File: src/rtl/fetch_unit_pkg.sv
// Shared fetch-stage parameters: default widths and FSM state encodings.
package fetch_unit_pkg;

  localparam int INSTR_WIDTH_DEF = 16;
  localparam int PC_WIDTH_DEF    = 8;

  typedef enum logic {
    S_REQ  = 1'b0,
    S_HOLD = 1'b1
  } fetch_state_e;

endpackage : fetch_unit_pkg

File: src/rtl/fetch_pc.sv
// Program counter: reset load, redirect, and wrapping increment.
module fetch_pc #(
  parameter int                  PC_WIDTH = 8,
  parameter logic [PC_WIDTH-1:0] RESET_PC = '0
) (
  input  logic                clk,
  input  logic                reset,
  input  logic                inc_en_i,
  input  logic                branch_en_i,
  input  logic [PC_WIDTH-1:0] branch_target_i,
  output logic [PC_WIDTH-1:0] pc_o
);

  logic [PC_WIDTH-1:0] pc_q;
  logic [PC_WIDTH-1:0] pc_d;

  // Redirect wins over increment; the add wraps naturally at PC_WIDTH bits.
  always_comb begin
    pc_d = pc_q;
    if (branch_en_i) begin
      pc_d = branch_target_i;
    end else if (inc_en_i) begin
      pc_d = pc_q + PC_WIDTH'(1);
    end else begin
      pc_d = pc_q;
    end
  end

  // PC register.
  always_ff @(posedge clk) begin
    if (reset) begin
      pc_q <= RESET_PC;
    end else begin
      pc_q <= pc_d;
    end
  end

  assign pc_o = pc_q;

endmodule : fetch_pc

File: src/rtl/fetch_unit.sv
// Instruction fetch stage: request/hold FSM feeding the instruction register.
// Optional memory-wait counter enabled by defining FETCH_STALL_COUNT_EN.
module fetch_unit
  import fetch_unit_pkg::*;
#(
  parameter int                  INSTRUCTION_WIDTH = INSTR_WIDTH_DEF,
  parameter int                  PC_WIDTH          = PC_WIDTH_DEF,
  parameter logic [PC_WIDTH-1:0] RESET_PC          = '0
) (
  input  logic                         clk,
  input  logic                         reset,
  input  logic                         halt,
  input  logic                         branch_en,
  input  logic [PC_WIDTH-1:0]          branch_target,
  output logic                         mem_rd,
  output logic [PC_WIDTH-1:0]          mem_addr,
  input  logic                         mem_ack,
  input  logic [INSTRUCTION_WIDTH-1:0] mem_rdata,
  output logic [INSTRUCTION_WIDTH-1:0] ir,
  output logic                         ir_valid,
  input  logic                         ir_ready,
  output logic [PC_WIDTH-1:0]          pc_out,
  output logic [15:0]                  stall_count
);

  fetch_state_e                 state_q, state_d;
  logic [INSTRUCTION_WIDTH-1:0] ir_q, ir_d;
  logic [PC_WIDTH-1:0]          pc_out_q, pc_out_d;
  logic [PC_WIDTH-1:0]          pc_s;
  logic                         mem_rd_s;
  logic                         xfer_s;
  logic                         load_s;

  fetch_pc #(
    .PC_WIDTH (PC_WIDTH),
    .RESET_PC (RESET_PC)
  ) u_fetch_pc (
    .clk             (clk),
    .reset           (reset),
    .inc_en_i        (load_s),
    .branch_en_i     (branch_en),
    .branch_target_i (branch_target),
    .pc_o            (pc_s)
  );

  // A transfer completes only while a request is actually outstanding.
  assign mem_rd_s = (state_q == S_REQ) && !halt;
  assign xfer_s   = mem_rd_s && mem_ack;
  assign load_s   = xfer_s && !branch_en;

  // Next-state and IR/pc_out capture.
  always_comb begin
    state_d  = state_q;
    ir_d     = ir_q;
    pc_out_d = pc_out_q;
    if (branch_en) begin
      state_d = S_REQ;
    end else begin
      case (state_q)
        S_REQ:   state_d = xfer_s ? S_HOLD : S_REQ;
        S_HOLD:  state_d = ir_ready ? S_REQ : S_HOLD;
        default: state_d = S_REQ;
      endcase
    end
    if (load_s) begin
      ir_d     = mem_rdata;
      pc_out_d = pc_s;
    end else begin
      ir_d     = ir_q;
      pc_out_d = pc_out_q;
    end
  end

  // FSM and instruction register state.
  always_ff @(posedge clk) begin
    if (reset) begin
      state_q  <= S_REQ;
      ir_q     <= '0;
      pc_out_q <= '0;
    end else begin
      state_q  <= state_d;
      ir_q     <= ir_d;
      pc_out_q <= pc_out_d;
    end
  end

  assign mem_rd   = mem_rd_s;
  assign mem_addr = pc_s;
  assign ir       = ir_q;
  assign ir_valid = (state_q == S_HOLD);
  assign pc_out   = pc_out_q;

`ifdef FETCH_STALL_COUNT_EN
  logic [15:0] stall_q, stall_d;

  // Count request cycles with no acknowledge, saturating at all-ones.
  always_comb begin
    stall_d = stall_q;
    if (mem_rd_s && !mem_ack && (stall_q != 16'hFFFF)) begin
      stall_d = stall_q + 16'd1;
    end else begin
      stall_d = stall_q;
    end
  end

  // Stall counter register.
  always_ff @(posedge clk) begin
    if (reset) begin
      stall_q <= 16'h0000;
    end else begin
      stall_q <= stall_d;
    end
  end

  assign stall_count = stall_q;
`else
  assign stall_count = 16'h0000;
`endif

endmodule : fetch_unit

File: config.mk
export PLATFORM = sky130hd
export DESIGN_NAME = fetch_unit
export DESIGN_NICKNAME = d
export VERILOG_FILES = /design/src/rtl/fetch_unit_pkg.sv /design/src/rtl/fetch_pc.sv /design/src/rtl/fetch_unit.sv
export SDC_FILE = /design/constraint.sdc
export NUM_CORES = 1
export LEC_CHECK = 0
export ABC_AREA = 1
export CORE_MARGIN = 1.5
export CORE_UTILIZATION = 34
export DETAILED_ROUTE_END_ITERATION = 12
export PLACE_DENSITY = 0.72
export SLEW_MARGIN = 20
export SYNTH_ARGS = -nofsm -noshare
export SYNTH_HDL_FRONTEND = slang
export SYNTH_SLANG_ARGS = --single-unit
File: constraint.sdc
create_clock -name clk -period 1.1 [get_ports clk]
set_clock_uncertainty 0.2 [all_clocks]
set_input_delay 0.11 -clock clk [delete_from_list [all_inputs] [get_ports clk]]
set_output_delay 0.11 -clock clk [all_outputs]
set_load 0.02 [all_outputs]
## After elaboration in Yosys (flattened, before gate mapping)

Index checks and enable logic that the tools add are counted.

- Flip-flop bits (word level): 33
- Bits of input ports: 30
- Logic and storage cells: 18

- $add $sub $neg: 1
- Muxes and demuxes: 5
- Bitwise logic cells: 1
- Reductions and logical operators: 7

Operators by type and width:

| operator | count |
|---|---|
| 8-bit two-way mux | 2 |
| 8-bit by 1-bit adder with 8-bit output (second input constant) | 1 |
| 1-bit logical AND | 3 |
| 1-bit zero test | 2 |
| 1-bit two-way mux | 2 |
| 1-bit case mux with 2 select lines | 1 |
| 2-bit nonzero test | 1 |
| 2-bit OR reduction | 1 |
| 1-bit inverter | 1 |

## Depth between registers and ports, before layout

- Depth after elaboration: 6
- Depth in mapped cells: 7
- Depth with buffers taken out: 7

## Hierarchy

Synthesis repeated with hierarchy kept, for this count alone.

- Cell total of the unflattened synthesis: 300
- Area, all modules: 1,926.8 µm²

By module, submodules not included:

| module | instances | cells an instance | area an instance (µm²) |
|---|---|---|---|
| fetch_unit | 1 | 230 | 1,437.6 |
| fetch_pc | 1 | 70 | 489.2 |

## Worst setup path before layout

OpenSTA, ideal clock, no wires.

- Path kind: reg-to-reg
- From: register u_fetch_pc.pc_q[1] (netlist: u_fetch_pc.pc_o[1])
- To: register u_fetch_pc.pc_q[4] (netlist: u_fetch_pc.pc_o[4])
- Arrival: 1.137 ns
- Data required time: 0.772 ns
- Slack: -0.365 ns
- Stages on the path, launching flop included: 7
- Path buffers: 0
- Cell sequence: dfxtp_1 > ha_1 > nand2_1 > o21ai_0 > a21oi_1 > nor2_1 > nor2_1

- Word-level cells in the longest chain between the ends: 3

Ends and longest elaborated chain:

| what | RTL line | source |
|---|---|---|
| from (decl) | fetch_pc.sv:14 | `logic [PC_WIDTH-1:0] pc_q;` |
| from (signal assigned) | fetch_pc.sv:34 | `pc_q <= pc_d;` |
| 8-bit by 1-bit adder with 8-bit output | fetch_pc.sv:23 | `pc_d = pc_q + PC_WIDTH'(1);` |
| 8-bit two-way mux | fetch_pc.sv:22 | `end else if (inc_en_i) begin` |
| 8-bit two-way mux | fetch_pc.sv:20 | `if (branch_en_i) begin` |

No other way between the ends. The select of a mux whose other input is x is not followed.
A chain may end at the register's enable or synchronous reset.

## Worst setup path in the final report

- From: register state_q (netlist: ir_valid)
- To: register pc_out_q[3] (netlist: pc_out[3])

- Word-level cells in the longest chain between the ends: 4

Ends and longest elaborated chain:

| what | RTL line | source |
|---|---|---|
| from (decl) | fetch_unit.sv:26 | `fetch_state_e state_q, state_d;` |
| from (signal assigned) | fetch_unit.sv:81 | `state_q <= state_d;` |
| 1-bit inverter | fetch_unit.sv:47 | `assign mem_rd_s = (state_q == S_REQ) && !halt;` |
| 1-bit logical AND | fetch_unit.sv:47 |  |
| 1-bit logical AND | fetch_unit.sv:48 | `assign xfer_s = mem_rd_s && mem_ack;` |
| 1-bit logical AND | fetch_unit.sv:49 | `assign load_s = xfer_s && !branch_en;` |
| to (signal assigned) | fetch_unit.sv:83 | `pc_out_q <= pc_out_d;` |
| to (decl) | fetch_unit.sv:28 | `logic [PC_WIDTH-1:0] pc_out_q, pc_out_d;` |

No other way between the ends.

==> flow_summary.yaml <==
floorplan:
  start_util: 0.363
  core_um2: 4440
  die_x_um: 71.8
  die-area_um2: 5160
  die_h_um: 71.8
  rows: 24
  io_pins: 80
final_layout:
  nNetsFinal: 343
  fillers: 440
  final_cells: 364
  final_util: 0.602
  antenna_cells: 0
  final_cell_mix: "59 x nand2_1, 53 x buf_4, 29 x clkdlybuf4s50_1"
  drive_gt1_frac: 0.423
  area_growth_syn_to_layout_pct: 66.1
  final_common_cell: "nand2_1"
critical_path:
  r2r_cells: 5
  r2r_end: "pc_out[3]"
  arrival_ps: 1330
  critPathRequiredTime_ps: 1060
  cp-startpoint: "ir_valid"
  worstSetupStartpointType: "register"
  path_max_fanout: 11
  crit_end: "pc_out[3]"
  rrSetupSlack_ps: -260
  end_kind: "register"
  timing.rr.start: "ir_valid"
  crit_type: "reg2reg"
timing:
  finalHoldViolations: 0
  grt_setup_unrepaired: "yes"
  tns_ps: -8470
  min_period_ps: 1360
  period_share: 1.24
  final_max_slew_viol_count: 0
  setup_ws_ps: -265
  max_freq_ghz: 0.733
  finalSetupViolations: 36
synthesis:
  synthTopCellsByArea: "dfxtp_1 41%, nand2_1 16%, buf_4 7.5%"
  synth_xor_area_frac: 0.00543
  ys_seq_area_frac: 0.410
  synthAdderAreaFrac: 0.00776
  synthCells: 216
  synth_area_um2: 1610
  synth_top_area_cell: "dfxtp_1"
  synthMuxAreaShare: 0
  synth_seq_cells: 33
  synth_top_family_by_area: "simple AND/OR/NAND/NOR gates"
  synth_top_area_frac: 0.410
  synth-compound-area-share: 0.143
  yosysWarnings: 0
  yosysUniqueCellTypes: 25
  syn_area_per_cell_um2: 7.46
  synth-simple-area-share: 0.276
clock_tree:
  htree_levels: 2
  cts-root-buf: "clkbuf_8"
  cts_buffers: 5
  cts.sinks: 33
  clock_path_buffers: 2
  path_clk_slew_ps: 70
  cts_tree: "built"
  clk_latency_ps: 280
  ctsHoldBuffers: 0
grt:
  grt_pass1_wl_um: 6960
  gr-total-overflow: 0
  grt_usage: 0.169
  grt_pass1_vias: 1503
  grt_max_degree: 15
  antenna_found_initial: 0
power:
  combPwrFrac: 0.227
  p_leak_nw: 1.19
  p_sw_frac: 0.269
  p_switching_mw: 0.756
  seq_power_share: 0.453
  p_int_mw: 2.06
  fin_total_pwr_mw: 2.82
  clkPwrFrac: 0.319
  powerDensity_nw_per_um2: 1050
  vdd_drop_max_v: 0.000568
run_status:
  status: "finished with violations"
  violations: "DRC, setup timing"
detailed_routing:
  viasPerCell: 4.52
  drt_iter0_drc: 78
  dr_total_vias: 1646
  wire_per_inst_um: 11.5
  ant_nets: 0
  drc: 2
  wl_um: 4200
  first_pass_iters: 10
hold_path:
  hold_path_class: "in2reg"
placement:
  numPortBuffers: 63
  gp_congestion: 0.911
  dp_hpwl_um: 2800
  dp_slack_ps: -571
  dp_cells: 345
job:
  maxCapViolCount: 0
cells in the mapped netlist, drive strengths merged:
cell    instances
nand3          13
ha              1
a21oi          30
a211oi          1
o21ai           4
dfxtp          33
o21bai          2
conb            1
nor2           12
clkbuf          2
xnor2           1
buf            23
nand2          77
inv            16
layer usage:
| layer | track usage | up-vias | routed length, um |
|---|---|---|---|
| met5 | 0 | - | 0 |
| met4 | 0.0377 | 0 | 31 |
| met3 | 0.0394 | 5 | 206 |
| met2 | 0.277 | 50 | 2040 |
| met1 | 0.226 | 744 | 1920 |
| li1 | - | 847 | - |
sequential cells by signal, indices dropped and copies added (netlist names):
register / cells
ir: 16
ir_valid: 1
pc_out: 8
u_fetch_pc.pc_o: 8
layout make-up:
type,count,area [um^2],area share
Tap cell,52,65.1,0.0243
Inverter,16,77.6,0.0290
Timing Repair Buffer,97,913,0.341
Timing Repair inverter,2,20.0,0.00748
Clock buffer,7,86.3,0.0323
Multi-Input combinational cell,157,817,0.305
Sequential cell,33,697,0.260
kinds of logic after synthesis:
| kind of cell | after synthesis |
|---|---|
| fa+ha+maj | 1 |
| flops | 33 |
| compound gates | 37 |
| xor+xnor | 1 |
| simple gates | 102 |
| other cells | 1 |
| buf+inv | 41 |
metrics by stage:
stage	hold WS, ps	cell area (um^2)
after floorplan	46.4	1690
after global placement	252	2390
after detailed placement	258	2390
after CTS	175	2570
after global routing	195	2680
final	188	2680
critical path: stages, from the launching register on:
cell	delay (ps)
dfxtp_4	350
nor2_4	120
nand3_4	140
bufbuf_16	310
nand2_1	60
a21oi_1	70
power by group through the flow:
stage / clock network (mW) / registers (mW) / logic (mW)
after CTS: 0.927 / 1.27 / 0.618
after floorplan: 0 / 1.35 / 0.264
after global placement: 0 / 1.30 / 0.563
after global routing: 0.983 / 1.28 / 0.689
final: 0.900 / 1.28 / 0.639
after detailed placement: 0 / 1.30 / 0.567
how the worst min path moves through the flow:
stage | end | start | depth (start not counted) | slack (ps)
finish | ir[2] | mem_rdata[2] | 3 | 190
detailed placement | ir[14] | ir[14] | 2 | 260
global placement | pc_out[1] | pc_out[1] | 2 | 250
global route | ir[4] | mem_rdata[4] | 3 | 200
CTS | ir[12] | mem_rdata[12] | 3 | 180
floorplan | ir[0] | mem_rdata[0] | 2 | 50
timing repair:
| action | in CTS | in global routing |
|---|---|---|
| hold endpoints to repair | 0 | 0 |
| gates cloned | 4 | 0 |
| buffers inserted | 6 | 3 |
| pin swaps | 3 | 1 |
| gates resized for setup | 176 | 40 |
| endpoints found under the setup margin | 67 | 64 |
(Power assumes the default switching activity.)
==> RTL change, RTL diff (same settings) <==
`PC_WIDTH_DEF`: 8 -> 12.
--- a/src/rtl/fetch_unit_pkg.sv
+++ b/src/rtl/fetch_unit_pkg.sv
@@ -2,7 +2,7 @@
 package fetch_unit_pkg;
 
   localparam int INSTR_WIDTH_DEF = 16;
-  localparam int PC_WIDTH_DEF    = 8;
+  localparam int PC_WIDTH_DEF    = 12;
 
   typedef enum logic {
     S_REQ  = 1'b0,
Ports: changed (resized branch_target, mem_addr and pc_out); port bits go from 80 to 92. No check against the original RTL was run, so the function may have changed too.
==> RTL change against the original RTL <==
The flow finishes with violations (negative setup slack); final cell count up 30%; worst setup slack lost 0.0062 ns; area after synthesis increased by 23%; hold slack got worse by 0.028 ns; final area up 25%; routed wire length increased by 36%; sequential cell count up 8; power increased by 27%; critical endpoint is now u_fetch_pc.pc_o[6]$_SDFFE_PP0P_; largest cell class unchanged.
==> RTL change: results (changes against the original RTL) <==
maximum number of pins on one net before global-route repair 25 (+10); met1 wire length 2.59 mm (+35%); met2 capacity usage during global routing 0.273 (-0.00387); worst-case hold path end point ir[7]$_SDFFE_PP0P_; multi-input gate count 200 (+27%); via count of the first global-routing pass 1,846 (+23%); most frequent cells after synthesis sky130_fd_sc_hd__nand2_1, sky130_fd_sc_hd__dfxtp_1, sky130_fd_sc_hd__inv_1, sky130_fd_sc_hd__a21oi_1, sky130_fd_sc_hd__nor2_1; Min Hold Slack 0.160 ns (-0.0283 ns); post-detail-place hpwl 3.89 mm (+39%); Port Buf Inserts 75 (+19%); proportion of final cell area spent on non-clock buffers 0.336 (-0.00484); sequential standard cell area 890 um^2 (+28%); last weighted congestion value of the routability-driven placer 0.830 (-8.9%); fraction of layout cells with a size suffix above 1 0.398 (-0.0251); post-placement cell area 2950 um^2 (+23%); violations in the final reports negative setup slack; placed insts 451 (+31%); Fin Setup TNS -9.37 ns (-0.899 ns); average cell area after synthesis 6.92 um^2 (-7.3%); number of post-CTS setup repair buffers 4 (-2); largest voltage drop on the vdd net 0.000673 V (+19%); setup slack of the critical path after layout -0.271 ns (-0.00620 ns); Row Count 27 (+13%); routed via count 2,134 (+30%); post-synthesis xor/xnor area fraction 0.00441 (-0.00102); total setup violations reported at the end of the flow 49 (+36%); Non-Filler Cell Area, Final 3350 um^2 (+25%); leakage power of the design 1.51 nW (+26%); number of flip-flops and latches 41 (+24%); routed length per instance 12.0 um (+4.2%); pre-CTS setup slack -0.581 ns (-0.00987 ns); longest individual stage delay on the worst path 0.38 ns (+0.03 ns); WL met2 2.70 mm (+32%); count of routing violations after the opening detailed-route iteration 99 (+27%); largest fanout on the critical path 4 (-7); startpoint of the most critical setup path u_fetch_pc.pc_o[0]$_SDFFE_PP0P_; Nets 436 (+27%); met3 usage in global routing 0.0389 (-0.000524); number of filler cells placed in the layout 525 (+19%); portion of the post-synthesis area used by sequential elements 0.413 (+0.00342); Resized cells post-CTS 241 (+37%); destination of the worst register-to-register timing path u_fetch_pc.pc_o[6]$_SDFFE_PP0P_; Hold Startpoint mem_rdata[7]; area fraction of clock buffers and clock inverters 0.0332 (+0.000939); count of distinct cell types in the synthesized netlist 22 (-12%); result of the run finished, violations left; Vias/cell 4.50 (-0.44%); Non-Clock Inverter Count 33 (+15); post-synthesis adder-cell area fraction 0.00630 (-0.00146); global-route wire length before repair 8.49 mm (+22%)
## RTL change: cell types whose count changed after synthesis, moves of 8 or more
cell and delta:
sky130_fd_sc_hd__o21ai_0 +12, sky130_fd_sc_hd__nor2_1 +9, sky130_fd_sc_hd__nand2_1 +22, sky130_fd_sc_hd__a21oi_1 +8, sky130_fd_sc_hd__dfxtp_1 +8, sky130_fd_sc_hd__nand2_2 -10
sky130_fd_sc_hd__a21oi_2 -10, sky130_fd_sc_hd__inv_1 +17
## RTL change: where the power goes
part / internal (mW) / switching [mW] / leakage (nW)
Clock: 0.649 / 0.517 / 0.0566
Combinational: 0.400 / 0.398 / 1.10
Sequential: 1.55 / 0.0581 / 0.354
## RTL change: logic make-up (layout without fill, tap and decap cells)
group | Yosys count | after routing
other cells | 1 | 16
xor+xnor | 1 | 1
fa+ha+maj | 1 | 1
simple gates | 133 | 133
flops | 41 | 41
compound gates | 49 | 49
buf+inv | 61 | 161
